===== src/rtl/log_rs.sv =====
// log_rs: reservation station that holds decoded logical ops until their operands arrive, then issues them to the logical unit
package log_pkg;
  typedef enum logic [2:0] {
    LOG_AND, LOG_OR, LOG_XOR, LOG_NAND, LOG_NOR, LOG_EQV, LOG_ANDC, LOG_ORC
  } log_op_e;
  typedef struct packed {
    log_op_e op;
    logic    rc;
    logic    oe;
  } log_decode_t;
endpackage

module log_rs
  import log_pkg::*;
#(
  parameter int RS_ID_WIDTH = 5,
  parameter int RS_COUNT    = 4,
  parameter int RS_OFFSET   = 0
) (
  input  logic                   clk,
  input  logic                   rst,
  input  logic                   take_valid,
  output logic                   take_ready,
  output logic [RS_ID_WIDTH-1:0] id_taken,
  input  logic                   op1_valid_in,
  input  logic                   op2_valid_in,
  input  logic                   so_valid_in,
  input  logic [31:0]            op1_in,
  input  logic [31:0]            op2_in,
  input  logic                   so_in,
  input  logic [RS_ID_WIDTH-1:0] op1_rs_id_in,
  input  logic [RS_ID_WIDTH-1:0] op2_rs_id_in,
  input  logic [RS_ID_WIDTH-1:0] so_rs_id_in,
  input  log_decode_t            control_in,
  input  logic [4:0]             result_reg_addr_in,
  input  logic                   cdb_valid,
  input  logic [RS_ID_WIDTH-1:0] cdb_rs_id,
  input  logic [31:0]            cdb_result,
  input  logic                   cdb_so,
  output logic                   issue_valid,
  input  logic                   issue_ready,
  output logic [RS_ID_WIDTH-1:0] rs_id_out,
  output logic [4:0]             result_reg_addr_out,
  output logic [31:0]            op1_out,
  output logic [31:0]            op2_out,
  output logic                   so_out,
  output log_decode_t            control_out
);
  localparam int IW = (RS_COUNT > 1) ? $clog2(RS_COUNT) : 1;
  typedef logic [RS_ID_WIDTH-1:0] tag_t;
  typedef struct packed {
    logic        busy;
    logic        op1_v;
    logic [31:0] op1;
    tag_t        op1_tag;
    logic        op2_v;
    logic [31:0] op2;
    tag_t        op2_tag;
    logic        so_v;
    logic        so;
    tag_t        so_tag;
    log_decode_t control;
    logic [4:0]  rd;
  } entry_t;
  entry_t ent_q [RS_COUNT];
  entry_t ent_d [RS_COUNT];
  entry_t alloc;
  logic [RS_COUNT-1:0] elig;
  logic free_found;
  logic [IW-1:0] free_idx;
  logic [IW-1:0] iss_idx;
  // lowest free slot for allocation and lowest operand-complete slot for issue, both from registered state
  always_comb begin
    free_found = 1'b0;
    free_idx = '0;
    iss_idx = '0;
    elig = '0;
    for (int i = RS_COUNT - 1; i >= 0; i--) begin
      elig[i] = ent_q[i].busy & ent_q[i].op1_v & ent_q[i].op2_v & ent_q[i].so_v;
      free_found = free_found | ~ent_q[i].busy;
      free_idx = ent_q[i].busy ? free_idx : IW'(i);
      iss_idx = elig[i] ? IW'(i) : iss_idx;
    end
  end
  assign take_ready = free_found;
  assign id_taken = free_found ? tag_t'(RS_OFFSET) + tag_t'(free_idx) : '0;
  // nothing issues while reset is asserted, even though the entries still look busy
  assign issue_valid = (|elig) & ~rst;
  assign rs_id_out = issue_valid ? tag_t'(RS_OFFSET) + tag_t'(iss_idx) : '0;
  assign result_reg_addr_out = issue_valid ? ent_q[iss_idx].rd : '0;
  assign op1_out = issue_valid ? ent_q[iss_idx].op1 : '0;
  assign op2_out = issue_valid ? ent_q[iss_idx].op2 : '0;
  assign so_out = issue_valid & ent_q[iss_idx].so;
  assign control_out = issue_valid ? ent_q[iss_idx].control : '0;
  // new entry image: present operands are taken directly, else forwarded from a same-cycle CDB hit, else left waiting on the tag
  always_comb begin
    alloc = '0;
    alloc.busy = 1'b1;
    alloc.op1_v = op1_valid_in | (cdb_valid & (cdb_rs_id == op1_rs_id_in));
    alloc.op1 = op1_valid_in ? op1_in : alloc.op1_v ? cdb_result : '0;
    alloc.op1_tag = op1_rs_id_in;
    alloc.op2_v = op2_valid_in | (cdb_valid & (cdb_rs_id == op2_rs_id_in));
    alloc.op2 = op2_valid_in ? op2_in : alloc.op2_v ? cdb_result : '0;
    alloc.op2_tag = op2_rs_id_in;
    alloc.so_v = so_valid_in | (cdb_valid & (cdb_rs_id == so_rs_id_in));
    alloc.so = so_valid_in ? so_in : alloc.so_v & cdb_so;
    alloc.so_tag = so_rs_id_in;
    alloc.control = control_in;
    alloc.rd = result_reg_addr_in;
  end
  // per-entry update: CDB snoop wakes waiting operands, a handshake frees the issued slot, allocation fills the lowest free slot
  always_comb begin
    for (int i = 0; i < RS_COUNT; i++) begin
      ent_d[i] = ent_q[i];
      if (ent_q[i].busy && cdb_valid) begin
        if (!ent_q[i].op1_v && ent_q[i].op1_tag == cdb_rs_id) begin
          ent_d[i].op1_v = 1'b1;
          ent_d[i].op1 = cdb_result;
        end
        if (!ent_q[i].op2_v && ent_q[i].op2_tag == cdb_rs_id) begin
          ent_d[i].op2_v = 1'b1;
          ent_d[i].op2 = cdb_result;
        end
        if (!ent_q[i].so_v && ent_q[i].so_tag == cdb_rs_id) begin
          ent_d[i].so_v = 1'b1;
          ent_d[i].so = cdb_so;
        end
      end
      if (issue_valid && issue_ready && iss_idx == IW'(i)) ent_d[i].busy = 1'b0;
      if (take_valid && free_found && free_idx == IW'(i)) ent_d[i] = alloc;
    end
  end
  // entry state register; reset discards every entry
  always_ff @(posedge clk) begin
    for (int i = 0; i < RS_COUNT; i++) ent_q[i] <= rst ? '0 : ent_d[i];
  end
endmodule


===== config.mk =====
export PLATFORM = sky130hd
export DESIGN_NAME = log_rs
export DESIGN_NICKNAME = d
export VERILOG_FILES = /design/src/rtl/log_rs.sv
export SDC_FILE = /design/constraint.sdc
export NUM_CORES = 1
export LEC_CHECK = 0
export CAP_MARGIN = 20
export CORE_ASPECT_RATIO = 1.5
export CORE_MARGIN = 5
export CORE_UTILIZATION = 37
export CTS_CLUSTER_SIZE = 16
export DETAILED_ROUTE_END_ITERATION = 12
export PLACE_DENSITY = 0.53
export REMOVE_ABC_BUFFERS = 1
export SYNTH_ARGS = -nofsm -noshare
export SYNTH_HDL_FRONTEND = slang
export SYNTH_SLANG_ARGS = --single-unit

===== constraint.sdc =====
create_clock -name clk -period 2.5 [get_ports clk]
set_clock_uncertainty 0.2 [all_clocks]
set_input_delay 0.25 -clock clk [delete_from_list [all_inputs] [get_ports clk]]
set_output_delay 0.25 -clock clk [all_outputs]
set_load 0.01 [all_outputs]

; ---- After elaboration in Yosys (flattened, before gate mapping)
; Memories as Yosys holds them, arrays and structs flattened.
; Cells that the tools add are included.
[word_totals]
regBits = 0
ramBits = 376
input_bits = 136
out_inout_bits = 87
elab_cells = 147
mem_count = 1
[classes]
n_eq_ne = 21
muxes = 55
bitwise = 29
reduce_logical = 41
[memory_table]
columns = name, words, word_bits, rd, rd_ports_with_merged_regs, write_ports, line_no
row1 = ent_q, 4, 94, 5, 0, 4, 65  ; entry_t ent_q [RS_COUNT];
[op_table]
columns = op, count
row1 = two-way mux 94 bit, 8
row2 = two-way mux 33 bit, 16
row3 = two-way mux 32 bit, 6
row4 = == test 5 bit, 15
row5 = two-way mux 2 bit, 18
row6 = logical AND 1 bit, 26
row7 = bitwise AND 1 bit, 18
row8 = logical NOT 1 bit, 12
row9 = two-way mux 5 bit, 2
row10 = "== test 2 bit, second input constant", 4
row11 = bitwise OR 1 bit, 6
row12 = two-way mux 1 bit, 5
row13 = inverter 1 bit, 5
row14 = "== test 2 x 1 -> 1 bit, second input constant", 2
row15 = logical NOT 2 bit, 2
row16 = OR reduction 4 bit, 1

; ---- Depth between registers and ports, before layout
; An unclocked memory read counts as a cell.
[depth]
ltp_word = 13
mapped_depth = 9
mapped_depth_nobuf = 5

; ---- Worst setup path after synthesis
; No wires, ideal clock.
[synth_timing]
path_type = register to output
start = memory ent_q[2][93] (netlist bit)
end = output op1_out[27]
arrival_time_ns = 1.840
t_required_ns = 2.050
setup_slack_ns = 0.210
path_stages_with_launch = 10
path_buffers = 4
path_cell_list = dfxtp_1 > clkbuf_1 > and4_1 > clkbuf_1 > a41oi_1 > nor3_1 > nand2_1 > buf_2 > buf_1 > o22ai_1
[synth_lines]
columns = element, line_no
row1 = start: declaration, 65
row2 = end: declaration, 44  ; output logic [31:0] op1_out,

==> impl_metrics.json <==
{
  "largest_register_ff_count": 376,
  "layout-drive-gt1-share_pct": 27.8,
  "cts_tree": "built",
  "grt_pass1_vias": 17707,
  "reg2reg_from": "ent_q[3][21]",
  "finalSetupTns_ns": -9.96,
  "pwr-share-clk_pct": 43.8,
  "hold_class": "input pin to register",
  "layout_common_cells": "dfxtp_1, mux2i_1, nand2_1",
  "final_cells": 2993,
  "dp.cells": 2881,
  "num_rows": 100,
  "cp.required_ns": 2.05,
  "portBuffers": 216,
  "critPathLaunchType": "register",
  "crit_end": "op1_out[4]",
  "synth-edff-count": 0,
  "drt.antenna.violating_nets": 0,
  "fill_cells": 4599,
  "critPathLaunch": "ent_q[2][92]",
  "finalCritPeriodShare_pct": 108,
  "synth_cell_types": 49,
  "power_leakage_nw": 9.94,
  "ys_seq_area_share_pct": 40.8,
  "drv_slew": 0,
  "pwr-share-comb_pct": 10.8,
  "drc": 0,
  "dpl_cell_area_mm2": 0.0225,
  "ios": 223,
  "fmax_ghz": 0.369,
  "vias": 17998,
  "swShare_pct": 25.6,
  "pre_cts_slack_ns": -0.499,
  "vias_per_cell": 6.01,
  "drv_cap": 0,
  "outcome": "finished with violations",
  "worst_slack_ns": -0.212,
  "ir_worst_vdd_mv": 0.486,
  "nets": 2435,
  "syn-instance-count": 2057,
  "violations": "setup timing",
  "clk_latency_ns": 0.55,
  "ys_ff_latch": 376,
  "dieArea_mm2": 0.0545,
  "tightest_slew_ns": 0.530,
  "cts_buffers": 41,
  "syn_area_per_cell_um2": 8.97,
  "gp_congestion": 0.817,
  "worstPathArrival_ns": 2.26,
  "hold_viol": 0,
  "utilization_pct": 52.2,
  "h-tree-depth": 2,
  "fin_crit_ns": 2.71,
  "overflow": 0,
  "worstSetupPathType": "register to primary output",
  "r2r_slack_ns": 0.10,
  "clock_sinks": 376,
  "crit_path_end_kind": "primary output",
  "area_growth_pct": 40.2,
  "slew_headroom_pct": 64.2,
  "mostFrequentLayoutCell": "dfxtp_1",
  "largestRegisters": "ent_q x376",
  "hpwl_um": 46700,
  "grt_pass1_wl_um": 112000,
  "rsz0062_at_grt": "true",
  "ff2ff_path_depth": 6,
  "hold_ws_ns": 0.103,
  "p_switching_mw": 3.51,
  "die_y_um": 283,
  "wirelength_um": 76600,
  "die_w_um": 192,
  "clock_path_buffers": 3,
  "p_total_mw": 13.7,
  "track_usage_pct": 26.1,
  "clk_pin_slew_worst_paths_ns": 0.06,
  "wl_per_cell_um": 25.6,
  "grt_antenna_before_repair": 3,
  "sequentialPowerShare_pct": 45.3,
  "first_pass_iters": 7,
  "ys.flop_type": "dfxtp_1",
  "worstHoldPathCells": 4,
  "powerDensity_mw_per_mm2": 531,
  "yosys_warnings": 0,
  "top_register": "ent_q",
  "internal_power_mw": 10.2,
  "reg2reg_to": "ent_q[3][30]",
  "grt_start_max_net_pins": 71,
  "post-route-cell-area_mm2": 0.0259,
  "clockRootBuffer": "clkbuf_16",
  "drtIter0Drc": 1499,
  "coreArea_mm2": 0.0495,
  "async_reset_ff_share_pct": 0,
  "start_util_pct": 37.2,
  "finalSetupViolations": 75,
  "worstPathMaxFanout": 8,
  "synth_area_mm2": 0.0185
}
==> per-layer routing <==
layer,up-vias,track usage (%),share of wire [%]
met5,-,0,0.033
met4,4,9.19,3.7
met3,156,3.69,6.2
met2,700,45.3,50
met1,8977,33.0,40
li1,8161,-,-
==> worst max-delay path: stages, from the launching register on <==
cell	delay, ns
dfxtp_2	0.35
and4_4	0.27
buf_12	0.13
nor2_4	0.04
buf_12	0.15
buf_16	0.15
buf_12	0.14
a22oi_2	0.23
o22ai_4	0.11
buf_6	0.13
==> final cells by class <==
class | count | area [um^2] | share of cell area [%]
Clock buffer | 64 | 1250 | 4.85
Tap cell | 663 | 830 | 3.21
Antenna cell | 1 | 2.50 | 0.00967
Sequential cell | 376 | 7550 | 29.2
Timing Repair Buffer | 451 | 4940 | 19.1
Inverter | 7 | 26.3 | 0.102
Multi-Input combinational cell | 1422 | 11200 | 43.4
Clock inverter | 9 | 51.3 | 0.198
==> cell usage after synthesis (all sizes together), types with 2 or more instances <==
cell	count	area [um^2]
a21o	15	113
nand4	18	113
a41oi	16	140
nor2	73	274
xnor2	48	420
a21oi	119	596
mux2	32	405
nand2	209	785
nand2b	10	62.6
a211oi	80	661
and2	35	219
nor3	10	50.1
a21boi	17	128
a22oi	182	1370
or4	6	45.0
and4	2	17.5
o22ai	264	1650
inv	7	26.3
dfxtp	376	7530
nor3b	3	22.5
clkbuf	175	657
mux2i	211	2110
xor2	23	201
or2	2	12.5
nor4	7	80.1
buf	82	519
a31oi	17	106
a221oi	5	43.8
==> cell families (layout without fill, tap and decap cells) <==
family	after synthesis	in the layout	synth area share (%)
AOI/OAI and AO/OA	722	722	26.4
and+or+nand+nor	380	380	9.29
DFF	376	376	40.8
buffers and inverters	264	531	6.52
muxes	243	243	13.6
xor gates and xnor gates	71	71	3.37
other	1	7	0.0203
==> timing repair <==
item / 4_1_cts / 5_1_grt
cloned: 7 / 12
endpoints found under the hold margin: 0 / 0
setup endpoints to repair: 101 / 92
buffers inserted: 9 / 16
pin swaps: 25 / 58
hold buffers: 0 / 0
gates resized for setup: 425 / 232
==> power groups by stage <==
stage	sequential [mW]	clock (mW)	combinational [mW]
2_1_floorplan	6.32	0	0.527
3_3_place_gp	6.34	0	1.42
3_5_place_dp	6.34	0	1.43
4_1_cts	6.21	6.11	1.45
5_1_grt	6.23	6.34	1.57
6_report	6.22	6.02	1.49
==> worst min-delay path by stage <==
stage / slack, ns / startpoint / to
after detailed placement: 0.25 / ent_q[1][9] / ent_q[1][9]
after CTS: 0.06 / rst / ent_q[3][82]
after floorplan: 0.11 / rst / ent_q[3][26]
after global routing: 0.07 / rst / ent_q[3][82]
after global placement: 0.24 / ent_q[3][0] / ent_q[3][0]
final: 0.10 / rst / ent_q[3][82]
Power figures use the tool's default switching activity.
